## config.mk

```make
export PLATFORM = sky130hd
export DESIGN_NAME = rf_wb_arbiter
export DESIGN_NICKNAME = d
export VERILOG_FILES = /design/src/rtl/rf_pkg.sv /design/src/rtl/rf_wb_arbiter_rr.sv /design/src/rtl/rf_wb_arbiter.sv
export SDC_FILE = /design/constraint.sdc
export NUM_CORES = 1
export LEC_CHECK = 0
export CORE_UTILIZATION = 48
export DETAILED_ROUTE_END_ITERATION = 8
export HOLD_SLACK_MARGIN = 0.12
export MAX_ROUTING_LAYER = met4
export PLACE_DENSITY = 0.82
export SLEW_MARGIN = 10
export SYNTH_ARGS = -nofsm -noshare
export SYNTH_HDL_FRONTEND = slang
export SYNTH_SLANG_ARGS = --single-unit
```

## constraint.sdc

```tcl
create_clock -name clk -period 3.23 [get_ports clk]
set_input_delay 0.646 -clock clk [delete_from_list [all_inputs] [get_ports clk]]
set_output_delay 0.646 -clock clk [all_outputs]
set_load 0.005 [all_outputs]
```

## src/rtl/rf_pkg.sv

```systemverilog
// Shared register-file constants and helpers for the writeback arbiter.
package rf_pkg;

  localparam int unsigned XLEN_DEF = 32;
  localparam int unsigned REG_AW   = 5;
  localparam int unsigned NUM_REGS = 32;
  localparam logic [REG_AW-1:0] REG_X0 = 5'd0;

  // Widest requester count the addr-slice helper can index.
  localparam int unsigned MAX_REQ = 8;

  function automatic logic [REG_AW-1:0] addr_slice(
    input logic [REG_AW*MAX_REQ-1:0] flat,
    input int unsigned               idx
  );
    return flat[idx*REG_AW +: REG_AW];
  endfunction

endpackage

```

## src/rtl/rf_wb_arbiter_rr.sv

```systemverilog
// Round-robin arbiter: grants the first requester at or after rr_ptr, with wrap.
module rr_arbiter #(
  parameter int unsigned NREQ  = 2,
  parameter int unsigned IDX_W = (NREQ > 1) ? $clog2(NREQ) : 1
) (
  input  logic             clk,
  input  logic             reset,
  input  logic [NREQ-1:0]  req,
  input  logic             advance,
  output logic [NREQ-1:0]  grant,
  output logic [IDX_W-1:0] grant_idx
);

  logic [IDX_W-1:0] rr_ptr_q;
  logic             found;
  int unsigned      k;

  always_comb begin
    grant     = '0;
    grant_idx = '0;
    found     = 1'b0;
    k         = 0;
    for (int unsigned i = 0; i < NREQ; i++) begin
      k = (int'(rr_ptr_q) + i) % NREQ;
      if (!found && req[k]) begin
        found     = 1'b1;
        grant[k]  = 1'b1;
        grant_idx = IDX_W'(k);
      end
    end
  end

  always_ff @(posedge clk) begin
    if (reset) begin
      rr_ptr_q <= '0;
    end else if (advance) begin
      if (int'(grant_idx) == NREQ - 1) begin
        rr_ptr_q <= '0;
      end else begin
        rr_ptr_q <= grant_idx + 1'b1;
      end
    end
  end

endmodule

```

## src/rtl/rf_wb_arbiter.sv

```systemverilog
// Shares the register-file write port among NREQ writeback units and tracks
// pending destination registers in a busy scoreboard.
module rf_wb_arbiter
  import rf_pkg::*;
#(
  parameter int unsigned NREQ = 2,
  parameter int unsigned XLEN = XLEN_DEF
) (
  input  logic                   clk,
  input  logic                   reset,
  input  logic [NREQ-1:0]        req_valid,
  output logic [NREQ-1:0]        req_ready,
  input  logic [NREQ*REG_AW-1:0] req_addr,
  input  logic [NREQ*XLEN-1:0]   req_data,
  input  logic                   claim_valid,
  input  logic [REG_AW-1:0]      claim_addr,
  output logic                   claim_ok,
  input  logic [REG_AW-1:0]      rs1,
  input  logic [REG_AW-1:0]      rs2,
  output logic                   rs_hazard,
  output logic                   we_rf,
  output logic [REG_AW-1:0]      a3,
  output logic [XLEN-1:0]        wd,
  output logic                   sb_err
);

  localparam int unsigned IDX_W = (NREQ > 1) ? $clog2(NREQ) : 1;

  logic [NREQ-1:0]           grant;
  logic [IDX_W-1:0]          grant_idx;
  logic                      transfer;
  logic [REG_AW*MAX_REQ-1:0] addr_pad;
  logic [REG_AW-1:0]         sel_addr;
  logic [XLEN-1:0]           sel_data;

  logic                      we_q;
  logic [REG_AW-1:0]         a3_q;
  logic [XLEN-1:0]           wd_q;
  logic                      sb_err_q;
  logic [NUM_REGS-1:0]       busy_q, busy_d;

  rr_arbiter #(
    .NREQ (NREQ),
    .IDX_W(IDX_W)
  ) u_rr (
    .clk      (clk),
    .reset    (reset),
    .req      (req_valid),
    .advance  (transfer),
    .grant    (grant),
    .grant_idx(grant_idx)
  );

  assign req_ready = reset ? '0 : grant;
  assign transfer  = |(req_valid & req_ready);

  always_comb begin
    addr_pad                  = '0;
    addr_pad[NREQ*REG_AW-1:0] = req_addr;
  end

  assign sel_addr = addr_slice(addr_pad, int'(grant_idx));
  assign sel_data = req_data[int'(grant_idx)*XLEN +: XLEN];

  // x0 never appears busy, so a claim of x0 always succeeds.
  assign claim_ok  = claim_valid & ~busy_q[claim_addr];
  assign rs_hazard = ((rs1 != REG_X0) & busy_q[rs1]) | ((rs2 != REG_X0) & busy_q[rs2]);

  // Commit clear and claim set; same-register overlap is excluded by claim_ok.
  always_comb begin
    busy_d = busy_q;
    if (we_q) begin
      busy_d[a3_q] = 1'b0;
    end
    if (claim_ok && (claim_addr != REG_X0)) begin
      busy_d[claim_addr] = 1'b1;
    end
    busy_d[0] = 1'b0;
  end

  always_ff @(posedge clk) begin
    if (reset) begin
      we_q     <= 1'b0;
      a3_q     <= '0;
      wd_q     <= '0;
      busy_q   <= '0;
      sb_err_q <= 1'b0;
    end else begin
      busy_q <= busy_d;
      if (transfer) begin
        we_q <= (sel_addr != REG_X0);
        a3_q <= sel_addr;
        wd_q <= sel_data;
        if ((sel_addr != REG_X0) && !busy_q[sel_addr]) begin
          sb_err_q <= 1'b1;
        end
      end else begin
        we_q <= 1'b0;
      end
    end
  end

  assign we_rf  = we_q;
  assign a3     = a3_q;
  assign wd     = wd_q;
  assign sb_err = sb_err_q;

endmodule
```

==> reports/results.txt <==
Status: complete, but fails checks
Failing checks: design-rule violations
PnR worst setup slack: 0.05954 ns
Num ports: 137
Slew HR: 64.38%
RSZ-0062 raised after global routing: false
Pwr dens: 348.1 mW/mm²
Worst slew pin tran: 0.5335 ns
Peak supply drop: 0.0002555 V
Drt first pass iters: 9
Die H: 98.44 µm
Clk Latency, worst-skew pair: 0.35 ns
Worst Path Max Fanout: 4
H-tree levels: 3
Global-route wire length before repair: 24000 µm
Worst-path clk slew: 0.07 ns
Synth cell types: 58
Post-layout util: 71.30%
Clock Path Buffers: 2
HPWL after DPL: 11260 µm
Worst Skew: 0.01345 ns
Antenna Cells: 0
Number of flops mapped to enable cells by yosys: 0
Clock Sinks: 71
Net Count, Synth: 609
Die W: 98.44 µm
Number of antenna violations at the first check in global routing: 0
WL final: 15570 µm
Remaining DRCs: 7
Yosys warning total: 0
Worst Path Arrival: 2.52 ns
Area Growth Syn to Fin: 41.31%
Cts bufs inserted: 9
Hold Path Cell Cnt: 2
Synthesis-stage register bit count: 71
Final setup viols: 0
GRT Total Usage: 33.18%
Post-synthesis sequential area ratio: 31.84%
DR WL/cell: 20.19 µm
Leak: 2.312 nW
# rows: 34
Share of layout cells above drive strength 1: 15.23%
Placed Instance Area: 0.006063 mm²
Data required time of the worst path: 2.58 ns
Worst Setup End Kind: output pin
Buffers on Ports: 136
Main synth FF type: dfxtp_1
Hold WS: 0.4977 ns
Tmin final: 3.170 ns
Mapped Area: 0.004464 mm²
Final Hold Viols: 0
Setup TNS: 0 ns
Number of global-route vias before repair: 4504
RD Place Congestion: 0.9536
Nets@finish: 752
Startpoint types: input port
Fmax: 0.3154 GHz
Initial drt markers: 376
Fraction of registers with async set/reset: 0%
Pre-CTS WS: -0.3856 ns
Avg Inst Size Synth: 8.669 µm²
GR Overflow Total: 0
Max Cap Violations: 0
Vias per cell: 6.170
Full die area: 0.009690 mm²
Final Max Slew Viols: 0
Reg2Reg Depth: 8
CTS tree: done
Post-Synthesis Cells: 515
Critical path type: in -> out
Starting density of the core: 50.45%
Fin crit share: 98.16%
Finished Cell Area: 0.006309 mm²
HP Class: reg -> reg
Root Buffer: clkbuf_8
Core footprint: 0.008848 mm²
Post-route ant nets: 0
Hold_buf cts: 0
Vias: 4757
Largest net degree at the start of global routing: 69
==> critical path, stage by stage <==
cell	delay [ns]
clkdlybuf4s15_1	0.23
bufbuf_16	0.27
mux4_2	0.47
mux4_2	0.45
mux2i_1	0.13
nand2_1	0.06
dlygate4sd2_1	0.26
==> placed cells by master (no fill, tap or decap), types with 3 or more instances in the layout <==
cell type / n
clkdlybuf4s50_1: 127
nand2_1: 95
dfxtp_1: 71
nor2_1: 48
o21ai_0: 33
a311oi_1: 33
mux4_2: 32
buf_4: 28
nor2b_1: 20
mux2i_1: 14
nand3b_1: 13
o21ai_1: 12
inv_1: 9
nand3_1: 9
clkbuf_8: 9
a21oi_1: 8
a211oi_1: 8
nand2b_1: 7
nor3b_1: 4
o32ai_1: 4
o31ai_1: 4
and2_1: 3
mux2_2: 3
nor4_1: 3
and3_1: 3
nor3_1: 3
dlymetal6s2s_1: 3
dlygate4sd2_1: 3
buf_12: 3
==> state kept, by name (all words and copies together), names as in the netlist <==
signal and count:
u_rr.rr_ptr_q 1, sb_err 1, a3 5, wd 32, we_rf 1, busy_q 31
==> through the flow <==
stage | std cells | total power, mW
finish | 771 | 2.196
global route | 771 | 2.281
CTS | 770 | 2.199
detailed placement | 753 | 1.510
global placement | 753 | 1.500
floorplan | 515 | 1.213
==> cells in the mapped netlist, types with 7 or more instances <==
cell      number  share of area [%]
o21ai_0       33                3.7
a311oi_1      33                6.5
mux4_2        32                 16
clkbuf_1      22                1.8
nand2_1       95                8.0
a211oi_1       8                1.3
nand2b_1       7               0.98
nand3_1        9                1.0
buf_2          9                1.0
a21oi_1        8               0.90
nor2_1        50                4.2
inv_1          9               0.76
dfxtp_1       71                 32
nand3b_1      13                2.2
o21ai_1       12                1.3
mux2i_1       14                3.1
nor2b_1       20                2.8
==> repair_timing <==
action | in CTS | in global routing
cloned | 1 | 0
resized for setup | 8 | 7
setup endpoints to repair | 2 | 2
pin swaps | 0 | 3
setup buffers | 0 | 1
==> area by class of cell <==
type                       instances  area (µm²)
clock buffer                      11       131.4
inverter                          10       37.54
tap                              108       135.1
timing repair buffer             169        1669
clock inverter                     5       58.81
multi-input combinational        397        2855
sequential                        71        1421
fill                             692        2540
==> worst paths after layout <==
check	endpoint	start	slack (ns)
setup / recovery	rs_hazard	rs2[0]	0.06
hold / removal	wd[11]	wd[11]	0.50
setup reg to reg	busy_q[3]	busy_q[18]	1.15
hold reg to reg	wd[11]	wd[11]	0.50
==> report_power, final <==
group          switching, mW  leakage [nW]  internal, mW
Sequential            0.0469         0.582         0.922
Combinational          0.235          1.64         0.298
Clock                  0.337        0.0895         0.357
==> layer usage <==
metal  wire, µm  track usage (%)  vias to the layer above
li1           -                -                     2202
met1       6418            42.34                     2235
met2       7274            51.25                      266
met3       1324            6.525                       54
met4        551            14.93                        0
met5          0                -                        -
==> cells by family (layout without fill, tap and decap cells) <==
kind of cell	count (synthesis)	count (layout)	share of synthesized area, %
and+or+nand+nor	224	224	24.10
AOI/OAI and AO/OA	124	124	19.31
DFF	71	71	31.84
muxes	49	49	20.04
buffers and inverters	47	195	4.708
Power figures use the tool's default switching activity.
